### src/rtl/mult_pkg.sv
// Shared definitions for the shift-add multiplier: bus widths, controller
// state constants and the result-collector assembly FSM encoding.
package mult_pkg;

  localparam int MULT_DATA_WIDTH = 8;

  function automatic int prod_width(input int data_width);
    return 2 * data_width;
  endfunction

  // Multiplier controller sequencing; the collector only sees LSB_OUT/MSB_OUT.
  typedef enum logic [2:0] {
    CTRL_IDLE    = 3'd0,
    CTRL_INIT    = 3'd1,
    CTRL_TEST    = 3'd2,
    CTRL_ADD     = 3'd3,
    CTRL_SHIFT   = 3'd4,
    CTRL_LSB_OUT = 3'd5,
    CTRL_MSB_OUT = 3'd6,
    CTRL_DONE    = 3'd7
  } ctrl_state_t;

  typedef enum logic {
    WAIT_LSB = 1'b0,
    WAIT_MSB = 1'b1
  } asm_state_t;

endpackage

### src/rtl/mult_prod_fifo.sv
// Synchronous FIFO for assembled products with a registered head, valid and
// full. A push while full (without a pop) is ignored here.
module mult_prod_fifo #(
  parameter int WIDTH = 16,
  parameter int DEPTH = 4
) (
  input  logic             i_clk,
  input  logic             i_rst,
  input  logic             push,
  input  logic [WIDTH-1:0] push_data,
  input  logic             pop,
  output logic [WIDTH-1:0] head_data,
  output logic             valid,
  output logic             full
);

  localparam int PTR_W = $clog2(DEPTH);
  localparam int CNT_W = PTR_W + 1;

  logic [WIDTH-1:0] mem [DEPTH];
  logic [PTR_W-1:0] wr_ptr, rd_ptr, rd_next;
  logic [CNT_W-1:0] count, cnt_next;
  logic             do_push, do_pop;
  logic [WIDTH-1:0] head_next;

  always_comb begin
    do_pop  = pop && valid;
    do_push = push && (!full || do_pop);
    rd_next = do_pop ? rd_ptr + 1'b1 : rd_ptr;
    cnt_next = count;
    case ({do_push, do_pop})
      2'b10:   cnt_next = count + 1'b1;
      2'b01:   cnt_next = count - 1'b1;
      default: cnt_next = count;
    endcase
    // The new entry becomes head only when it lands at the next read slot
    // (FIFO empty, or one entry being popped in the same cycle).
    head_next = (do_push && (wr_ptr == rd_next)) ? push_data : mem[rd_next];
  end

  // NOTE: storage is reset too so the head output reads 0 after reset; this
  // keeps the array in flops rather than a RAM macro, acceptable at this depth.
  always_ff @(posedge i_clk) begin
    if (i_rst) begin
      wr_ptr    <= '0;
      rd_ptr    <= '0;
      count     <= '0;
      valid     <= 1'b0;
      full      <= 1'b0;
      head_data <= '0;
      for (int i = 0; i < DEPTH; i++) mem[i] <= '0;
    end else begin
      if (do_push) begin
        mem[wr_ptr] <= push_data;
        wr_ptr      <= wr_ptr + 1'b1;
      end
      rd_ptr    <= rd_next;
      count     <= cnt_next;
      valid     <= (cnt_next != '0);
      full      <= (cnt_next == CNT_W'(DEPTH));
      head_data <= head_next;
    end
  end

endmodule

### src/rtl/mult_result_collector.sv
// Reassembles 16-bit products from the byte-wide multiplier result bus and
// buffers them for a valid/ready consumer. Optional MULT_PROD_CNT_EN adds o_prod_cnt.
module mult_result_collector
  import mult_pkg::*;
#(
  parameter int DATA_WIDTH = MULT_DATA_WIDTH,
  parameter int DEPTH      = 4
) (
  input  logic                             i_clk,
  input  logic                             i_rst,
  input  logic [DATA_WIDTH-1:0]            i_data,
  input  logic                             i_lsb_vld,
  input  logic                             i_msb_vld,
  input  logic                             i_ready,
  output logic [prod_width(DATA_WIDTH)-1:0] o_prod,
  output logic                             o_valid,
  output logic                             o_full,
  output logic                             o_ovf,
  output logic                             o_seq_err
`ifdef MULT_PROD_CNT_EN
  ,
  output logic [15:0]                      o_prod_cnt
`endif
);

  localparam int PW = prod_width(DATA_WIDTH);

  asm_state_t            state, state_next;
  logic [DATA_WIDTH-1:0] low_reg;
  logic                  load_low, push, seq_err_set, pop, push_ok;
  logic [PW-1:0]         push_data;

  // NOTE: next-state logic defaults every output first so no path leaves a
  // signal unassigned, which would otherwise infer a latch.
  always_comb begin
    state_next  = state;
    load_low    = 1'b0;
    push        = 1'b0;
    seq_err_set = 1'b0;
    if (i_lsb_vld && i_msb_vld) begin
      seq_err_set = 1'b1;
      state_next  = WAIT_LSB;
    end else begin
      case (state)
        WAIT_LSB: begin
          if (i_lsb_vld) begin
            load_low   = 1'b1;
            state_next = WAIT_MSB;
          end else if (i_msb_vld) begin
            seq_err_set = 1'b1;
          end
        end
        WAIT_MSB: begin
          if (i_msb_vld) begin
            push       = 1'b1;
            state_next = WAIT_LSB;
          end else if (i_lsb_vld) begin
            seq_err_set = 1'b1;
            load_low    = 1'b1;
          end
        end
        default: state_next = WAIT_LSB;
      endcase
    end
  end

  assign push_data = {i_data, low_reg};
  assign pop       = o_valid && i_ready;
  assign push_ok   = push && (!o_full || pop);

  // NOTE: all state registers use non-blocking assignment so every flop
  // samples pre-edge values regardless of statement order.
  always_ff @(posedge i_clk) begin
    if (i_rst) begin
      state     <= WAIT_LSB;
      low_reg   <= '0;
      o_ovf     <= 1'b0;
      o_seq_err <= 1'b0;
    end else begin
      state <= state_next;
      if (load_low)        low_reg   <= i_data;
      if (seq_err_set)     o_seq_err <= 1'b1;
      if (push && !push_ok) o_ovf    <= 1'b1;
    end
  end

`ifdef MULT_PROD_CNT_EN
  always_ff @(posedge i_clk) begin
    if (i_rst)        o_prod_cnt <= '0;
    else if (push_ok) o_prod_cnt <= o_prod_cnt + 16'd1;
  end
`endif

  mult_prod_fifo #(
    .WIDTH (PW),
    .DEPTH (DEPTH)
  ) u_fifo (
    .i_clk     (i_clk),
    .i_rst     (i_rst),
    .push      (push),
    .push_data (push_data),
    .pop       (pop),
    .head_data (o_prod),
    .valid     (o_valid),
    .full      (o_full)
  );

endmodule

### config.mk
export PLATFORM = sky130hd
export DESIGN_NAME = mult_result_collector
export DESIGN_NICKNAME = d
export VERILOG_FILES = /design/src/rtl/mult_pkg.sv /design/src/rtl/mult_prod_fifo.sv /design/src/rtl/mult_result_collector.sv
export SDC_FILE = /design/constraint.sdc
export NUM_CORES = 1
export LEC_CHECK = 0
export ABC_AREA = 1
export ABC_CLOCK_PERIOD_IN_PS = 2790
export BUFFER_PORTS_ARGS = -buffer_cell sky130_fd_sc_hd__buf_2
export CAP_MARGIN = 5
export CORE_MARGIN = 4
export CORE_UTILIZATION = 35
export CTS_BUF_LIST = sky130_fd_sc_hd__clkbuf_8
export DETAILED_ROUTE_END_ITERATION = 8
export PLACE_DENSITY = 0.52
export SLEW_MARGIN = 15
export SYNTH_ARGS = -nofsm -noshare
export SYNTH_HDL_FRONTEND = slang
export SYNTH_SLANG_ARGS = --single-unit
### constraint.sdc
create_clock -name i_clk -period 2.79 [get_ports i_clk]
set_input_delay 0.558 -clock i_clk [delete_from_list [all_inputs] [get_ports i_clk]]
set_output_delay 0.558 -clock i_clk [all_outputs]
set_load 0.01 [all_outputs]
**Word level (Yosys, flattened, before mapping)**

Memory sizes are Yosys's and may differ from the RTL's. A register that Yosys moved wholly into a read port is not among the register bits.
Index checks and enable logic that the tools add are counted.

- Register bits: 20
- Memory bits (writable): 64
- Input port bits: 13
- Output and inout bits: 20
- Word-level logic and storage cells: 53
- Memories: 1

Memories:

| memory | depth | bits a word | read ports | clocked after memory_dff | write ports | line | source |
|---|---|---|---|---|---|---|---|
| u_fifo.mem | 4 | 16 | 1 | 1 | 4 | mult_prod_fifo.sv:20 | `logic [WIDTH-1:0] mem [DEPTH];` |

- $add $sub $neg: 4
- Eq/ne operators: 3
- Mux-type cells: 22
- Bitwise operators: 1
- Reduce and logical (&&, ||, !) cells: 13

Operators by type and width:

| cell | count |
|---|---|
| $mux 16 | 1 |
| $reduce_or 16->1 | 1 |
| $mux 1 | 15 |
| $logic_and 1x1->1 | 6 |
| $pmux 1 s2 | 3 |
| $pmux 3 s2 | 1 |
| $add 2x1->2 const B | 2 |
| $mux 2 | 2 |
| $add 3x1->3 const B | 1 |
| $eq 3x3->1 const B | 1 |
| $reduce_bool 3->1 | 1 |
| $sub 3x1->3 const B | 1 |
| $eq 2x1->1 const B | 1 |
| $eq 2x2->1 const B | 1 |
| $logic_not 1->1 | 2 |
| $logic_or 1x1->1 | 2 |
| $reduce_or 2->1 | 1 |
| $not 1->1 | 1 |

**Longest topological paths before layout**

Gate-level depths: netlist of run 1.

- Word-level depth: 9
- Gate-level depth with buffers: 11
- Gate-level depth less buffers: 11

**By module**

A second synthesis of run 1 with hierarchy kept.

- Cells, all modules: 503
- Area, all modules: 4375.4 sq um

Modules (own cells, without submodules):

| module | instances | cells an instance | area an instance (sq um) |
|---|---|---|---|
| mult_prod_fifo | 1 | 449 | 3961.3 |
| mult_result_collector | 1 | 54 | 414.1 |

**Worst setup path after synthesis of run 1**

No wires, ideal clock.

- Path kind: input to register
- From: input i_lsb_vld
- To: memory u_fifo.mem[1][0], enable pin
- Arrival: 2.115 ns
- Required time: 2.379 ns
- Slack: 0.263 ns
- Stages on the path: 5
- Buffers on the path: 0
- Cell sequence: inv_2 > nand3_1 > a21oi_2 > inv_2 > o21ai_0

RTL lines:

| what | line | source |
|---|---|---|
| start: declaration | mult_result_collector.sv:12 | `input logic i_lsb_vld,` |
| end: declaration | mult_prod_fifo.sv:20 |  |

**Worst setup path in the final report of run 1**

- From: register u_fifo.valid
- To: register u_fifo.full

- Longest elaborated chain between the ends: 7
- Elaborated cells on any way between the ends: 8

Ends and longest elaborated chain:

| what | line | source |
|---|---|---|
| start: declaration | mult_prod_fifo.sv:13 | `output logic valid,` |
| start signal: assignment | mult_prod_fifo.sv:59 | `valid <= (cnt_next != '0);` |
| $logic_and 1x1->1 | mult_result_collector.sv:68 | `assign pop = o_valid && i_ready;` |
| $logic_and 1x1->1 (*) | mult_prod_fifo.sv:27 | `do_pop = pop && valid;` |
| $logic_or 1x1->1 | mult_prod_fifo.sv:28 | `do_push = push && (!full \|\| do_pop);` |
| $logic_and 1x1->1 | mult_prod_fifo.sv:28 |  |
| $eq 2x1->1 / $eq 2x2->1 (equally long branches) | mult_prod_fifo.sv:31 | `case ({do_push, do_pop})` |
| $pmux 3 s2 (*) | mult_prod_fifo.sv:31 |  |
| $eq 3x3->1 (*) | mult_prod_fifo.sv:60 | `full <= (cnt_next == CNT_W'(DEPTH));` |
| end signal: assignment | mult_prod_fifo.sv:60 |  |
| end: declaration | mult_prod_fifo.sv:14 | `output logic full` |

Every way passes the cells marked *; elsewhere a longest branch is shown, timed or not.
A chain may end at the register's enable or synchronous reset.

==> metrics.txt, run 1 <==
Gate Count Post-Synth 443; kind of critical path flip-flop to flip-flop; number of top-level pins 33; Synth cell types 33; main combinational cell family by area after synthesis simple AND/OR/NAND/NOR gates; Setup Skew between 0.008 and 0.009 ns; clock power share 0.320; final hold violations 0; Synthesized Nets approximately 460; Synth Area in XOR/XNOR 0.00414; Via density around 4.8; Comb power frac 0.095; Seq cells post-synth 100; Seq pwr share 0.585; Tightest Pin Transition 0.828 ns; max frequency 461 MHz; Startpoint Class flip-flop; Filler Cell Count around 1,200; Post-DP HPWL between 6000 and 7000 um; adder-cell area share of the yosys netlist 0.00770; final setup vio count 0; synthesis warning total 0; CP cell instances nand2_2 -> a21oi_2 -> inv_2 -> ha_1 -> fa_1 -> a21oi_1 -> o21ai_0 -> xnor2_1 -> nand2_1 -> nor2_1; Initial Util 0.364; Crit. End Element flip-flop; async set-reset flop share out of synthesis 0; Post-Synth Simple-Gate Area 0.204; synth cell count leaders 123 x nor2_1, 64 x edfxtp_1, 51 x nand2_1; max incr delay on CP 0.40 ns; nets around 500; top cell type's share of synthesized area 0.455; Syn Area/Cell roughly 9.5 um2; first-pass GRT wire length between 15,000 and 20,000 um; share of cells above drive strength 1 0.174; slew margin rel. 0.446; CTS tree built; final period utilization 0.778; # diodes 0; total CTS buffers 9; vias between 3,000 and 4,000; initial antenna violation count 0; switching share of power 0.242; Hold WC Path Type primary input to flip-flop; Compound-Gate Fraction of Synth Area 0.0941; Initial DRC Count about 190; Post-DP Area roughly 0.0046 mm2; number of synthesized flops with an enable pin 64; largest net degree at the start of global routing 33; Top FF cell, synth edfxtp_1; slowest stage cell, crit path fa_1; cell row count 39; RSZ-0062 raised after global routing no; required time worst endpoint ~3.1 ns; post-CTS setup buffer count 0; Die Area 0.0139 mm2; clock sinks 100; synth top area cells edfxtp_1 45%, dfxtp_1 17%, nor2_1 11%; status finished clean; worst vdd ir 0.206 mV; overall die width approximately 120 um; First-pass DRT Iterations 5; Slew Viols, Final 0; All-Layer GR Usage 0.149; DIE HEIGHT between 100 and 150 um; Worst Path Arrival approximately 2.5 ns; setup tns final 0 ns; cts repair resizes 0; clk slew on worst S/H paths ~0.090 ns; root buf cell clkbuf_8; Wirelength per Cell roughly 16 um; static leakage ~2.0 nW; synth-to-layout area growth 12.9%; design area between 0.004 and 0.005 mm2; Largest register FFs 64; # Max-Cap Violations 0; Core Footprint between 0.01 and 0.015 mm2; pwr dens ~600 mW/mm2; hold buffers post-CTS 0; mapped cell area around 0.0042 mm2; Remaining DRCs 0; Placer Congestion between 0.8 and 0.9; CTS Buffer Depth 2; Sw Pwr 689 uW; htree depth 3; Tmin final 2.17 ns; IO Port Bufs 32; final WL 9830 um; ANT nets after route 0; largest area contributor in the netlist edfxtp_1; crit path max fanout 5; Hold WS 0.415 ns; mux share of post-synthesis cell area 0.00237; global route total overflow 0; sequential area share after synthesis 0.625; number of global-route vias before repair about 3,000; Int Pwr roughly 2.2 mW; most frequent cell after synthesis nor2_1; worst skew pair latency between 0.3 and 0.4 ns
## kinds of logic after synthesis
kind of cell	Yosys count
buffers and inverters	62
adder cells (fa/ha/maj)	2
AO/OA/AOI/OAI	74
XOR/XNOR	2
multiplexers	1
AND/OR/NAND/NOR	202
flip-flops	100
## worst max-delay path, delay by kind of cell (launching register included)
kind                       cells  cell delay (ns)
AOI/OAI and AO/OA              3             0.45
xor gates and xnor gates       1             0.17
buffers and inverters          1             0.11
and+or+nand+nor                3             0.34
adders and majority gates      2             0.65
DFF                            1             0.39
## cell type report
cell class | instances | area [um2] | area share
sequential | 100 | 2640 | 0.554
tap | 143 | 179 | 0.0375
inverter | 42 | 158 | 0.0330
multi-input combinational | 281 | 1320 | 0.276
clock inverter | 6 | 50.0 | 0.0105
clock buffer | 10 | 138 | 0.0288
timing repair buffer | 49 | 288 | 0.0603
## metal layers
metal / track usage / up-vias / wire, um / part of all wire
met3: 0.0380 / 10 / 523 / 0.053
met5: 0 / - / 0 / 0
met2: 0.245 / 72 / 4650 / 0.47
met4: 0.0462 / 0 / 127 / 0.013
li1: - / 1529 / - / -
met1: 0.194 / 1421 / 4530 / 0.46
## cell usage in the layout, fill, tap and decap left out, drive strengths merged
cell and n:
o22ai 16, nor2 126, mux2i 1, bufinv 1, and3 1, edfxtp 64
xnor2 2, clkbuf 10, clkinv 4, o21a 1, nor3 2, dfxtp 36
buf 49, nand4 4, nand3 5, a31oi 1, ha 1, o21ai 47
a21oi 9, nand2 64, inv 43, fa 1
## power groups by stage
stage	clock (mW)	sequential [mW]	combinational, mW
floorplan	0	1.71	0.161
global placement	0	1.70	0.273
detailed placement	0	1.70	0.275
CTS	0.946	1.66	0.277
global route	1.01	1.67	0.311
finish	0.911	1.66	0.271
## stage by stage
step           std cells  setup slack [ns]   util  total power [mW]
4_1_cts              631             0.605  0.411              2.89
5_1_grt              631             0.468  0.411              2.99
2_1_floorplan        443             0.263      -              1.87
6_report             631             0.620  0.411              2.84
3_3_place_gp         615             0.454  0.395              1.97
3_5_place_dp         615             0.348  0.395              1.97
## path summary, 6_finish.rpt
path / from / endpoint / slack [ns] / depth (start not counted)
hold / removal: i_msb_vld / state$_SDFF_PP0_ / 0.42 / 2
setup / recovery: u_fifo.valid$_SDFF_PP0_ / u_fifo.full$_SDFF_PP0_ / 0.62 / 10
hold reg to reg: o_ovf$_SDFFE_PP0P_ / o_ovf$_SDFFE_PP0P_ / 0.49 / 2
setup reg to reg: u_fifo.valid$_SDFF_PP0_ / u_fifo.full$_SDFF_PP0_ / 0.62 / 10
(Power assumes the default switching activity.)
==> inputs of run 2 (changes only) <==
--- a/config.mk
+++ b/config.mk
@@ -6,14 +6,14 @@
 export NUM_CORES = 1
 export LEC_CHECK = 0
 export ABC_AREA = 1
-export ABC_CLOCK_PERIOD_IN_PS = 2790
+export ABC_CLOCK_PERIOD_IN_PS = 1950
 export BUFFER_PORTS_ARGS = -buffer_cell sky130_fd_sc_hd__buf_2
 export CAP_MARGIN = 5
 export CORE_MARGIN = 4
 export CORE_UTILIZATION = 35
 export CTS_BUF_LIST = sky130_fd_sc_hd__clkbuf_8
 export DETAILED_ROUTE_END_ITERATION = 8
-export PLACE_DENSITY = 0.52
+export PLACE_DENSITY = 0.54
 export SLEW_MARGIN = 15
 export SYNTH_ARGS = -nofsm -noshare
 export SYNTH_HDL_FRONTEND = slang
==> constraint.sdc (replaced) <==
create_clock -name i_clk -period 1.95 [get_ports i_clk]
set_input_delay 0.39 -clock i_clk [delete_from_list [all_inputs] [get_ports i_clk]]
set_output_delay 0.39 -clock i_clk [all_outputs]
set_load 0.01 [all_outputs]
==> metrics.txt, run 2 (synthesis results as in run 1) <==
status finished clean (unchanged); crit path max fanout 3 (was 5); max frequency 554 MHz (was 461 MHz); Worst Hold Path EP low_reg[7]$_SDFFE_PP0P_ (was state$_SDFF_PP0_); most frequent cells in the layout 123 x nor2_1, 64 x edfxtp_1, 50 x nand2_1 (was 123 x nor2_1, 64 x edfxtp_1, 51 x nand2_1); hold_sp i_data[7] (was i_msb_vld); Initial Util 0.364 (unchanged); Initial DRC Count 137 (was 191); R2R depth 10 (unchanged); final period utilization 0.925 (was 0.778); nets 516 (was 498); Comb power frac 0.104 (was 0.095); overall die width 118 um (unchanged); Die Area 0.0139 mm2 (unchanged); root buf cell clkbuf_8 (unchanged); Largest register FFs 64 (unchanged); # Max-Cap Violations 0 (unchanged); final hold violations 0 (unchanged); slew margin rel. 0.830 (was 0.446); Wirelength per Cell 14.9 um (was 15.6 um); htree depth 3 (unchanged); final WL 9680 um (was 9830 um); IO Port Bufs 32 (unchanged); clock sinks 100 (unchanged); pwr dens 818 mW/mm2 (was 596 mW/mm2); Worst Path Arrival 2.11 ns (was 2.48 ns); Slew Viols, Final 0 (unchanged); number of top-level pins 33 (unchanged); ANT nets after route 0 (unchanged); Placer Congestion 0.815 (about the same); cell row count 39 (unchanged); All-Layer GR Usage 0.148 (was 0.149); leading cell type in the layout, fill and taps excluded nor2_1 (unchanged); CP cell instances nand2_2 -> a21oi_2 -> inv_2 -> ha_2 -> fa_2 -> a21oi_2 -> o21ai_1 -> xnor2_1 -> nand2_1 -> nor2_1 (was nand2_2 -> a21oi_2 -> inv_2 -> ha_1 -> fa_1 -> a21oi_1 -> o21ai_0 -> xnor2_1 -> nand2_1 -> nor2_1); Setup Skew 0.00781 ns (was 0.00809 ns); DIE HEIGHT 118 um (unchanged); CTS tree built (unchanged); worst vdd ir 0.332 mV (was 0.206 mV); Sw Pwr 978 uW (was 689 uW); First-pass DRT Iterations 4 (was 5); GR Util met2 0.245 (about the same); Top cell by count, worst path a21oi_2; reg2reg start u_fifo.valid$_SDFF_PP0_ (unchanged); # diodes 0 (unchanged); routing usage on met3 0.0255 (was 0.0380); Worst Setup SP u_fifo.valid$_SDFF_PP0_ (unchanged); required time worst endpoint 2.25 ns (was 3.10 ns); first-pass GRT wire length 16,300 um (was 16,200 um); Core Footprint 0.0116 mm2 (unchanged); dpl cells 631 (was 615); Util after Layout 0.427 (was 0.411); number of global-route vias before repair 3,126 (was 3,080); CTS Buffer Depth 2 (unchanged); total CTS buffers 9 (unchanged); clock power share 0.309 (was 0.320); Startpoint Class flip-flop (unchanged); clk slew on worst S/H paths 0.09 ns (about the same); switching share of power 0.241 (was 0.242); Int Pwr 3.08 mW (was 2.16 mW); Remaining DRCs 0 (unchanged); Via density 4.79 (was 4.81); r2r setup slk 0.15 ns (was 0.62 ns); design area 0.00495 mm2 (was 0.00477 mm2); Tightest Pin Transition 0.255 ns (was 0.828 ns); Final Non-Filler Cells 649 (was 631); worst skew pair latency 0.37 ns (about the same); kind of critical path flip-flop to flip-flop (unchanged); gr busiest metal met2 (unchanged); share of cells above drive strength 1 0.215 (was 0.174); initial antenna violation count 0 (unchanged); synth-to-layout area growth 17.2% (was 12.9%); hold buffers post-CTS 0 (unchanged); worst r2r dst u_fifo.full$_SDFF_PP0_ (unchanged); Hold WC Path Type primary input to flip-flop (unchanged); grt met1 use 0.194 (about the same); slowest stage cell, crit path dfxtp_4 (was fa_1); static leakage 2.13 nW (was 2.03 nW); vias 3,110 (was 3,032); global route total overflow 0 (unchanged); Tmin final 1.80 ns (was 2.17 ns); final setup vio count 0 (unchanged); Post-DP HPWL 6660 um (was 6380 um); Seq pwr share 0.587 (was 0.585); Crit. End Element flip-flop (unchanged); Filler Cell Count 1,177 (was 1,198); Post-DP Area 0.00475 mm2 (was 0.00459 mm2); worst hold path depth 3 (was 2); max incr delay on CP 0.36 ns (was 0.40 ns); largest net degree at the start of global routing 22 (was 33); RSZ-0062 raised after global routing no (unchanged)
## run 2: final cells by class
class	count	area (um2)	share of cell area
clock buffer	9	124	0.0250
clock inverter	7	55.1	0.0111
inverter	42	158	0.0318
multi-input combinational	281	1330	0.269
sequential	100	2650	0.534
tap	143	179	0.0361
timing repair buffer	67	460	0.0930
## run 2: repair_timing
item / CTS / global route
resized for setup: 1 / 5
pin swaps: 0 / 2
buffers inserted: 0 / 2
setup endpoints to repair: 3 / 3
## run 2: worst max path at each step
stage | to | slack [ns]
after floorplan | u_fifo.valid$_SDFF_PP0_ | 0.008
after global placement | u_fifo.valid$_SDFF_PP0_ | -0.09
after detailed placement | u_fifo.valid$_SDFF_PP0_ | -0.20
after CTS | u_fifo.full$_SDFF_PP0_ | 0.003
after global routing | u_fifo.full$_SDFF_PP0_ | 0.006
final | u_fifo.full$_SDFF_PP0_ | 0.15
## run 2: power groups by stage
stage | combinational (mW) | clock (mW) | sequential (mW)
floorplan | 0.232 | 0 | 2.44
global placement | 0.420 | 0 | 2.43
detailed placement | 0.421 | 0 | 2.43
CTS | 0.423 | 1.29 | 2.38
global route | 0.476 | 1.40 | 2.39
finish | 0.423 | 1.25 | 2.38
## run 2: metal layers
metal / wire, um / vias to the layer above
li1: - / 1571
met1: 4560 / 1473
met2: 4600 / 55
met3: 366 / 11
met4: 145 / 0
met5: 0 / -
## run 2: critical path: cells and delay by family (launching register included)
family / cells / cell delay (ns)
xor gates and xnor gates: 1 / 0.17
DFF: 1 / 0.36
AOI/OAI and AO/OA: 3 / 0.37
and+or+nand+nor: 3 / 0.26
adders and majority gates: 2 / 0.55
buffers and inverters: 1 / 0.05
## run 2: per-stage QoR
stage	setup slack, ns	TNS (ns)	total power [mW]	hold WS [ns]
after floorplan	0.00830	0	2.67	0.467
after global placement	-0.0902	-0.237	2.85	0.464
after detailed placement	-0.200	-0.562	2.85	0.464
after CTS	0.00340	0	4.10	0.258
after global routing	0.00649	0	4.26	0.284
final	0.146	0	4.05	0.270
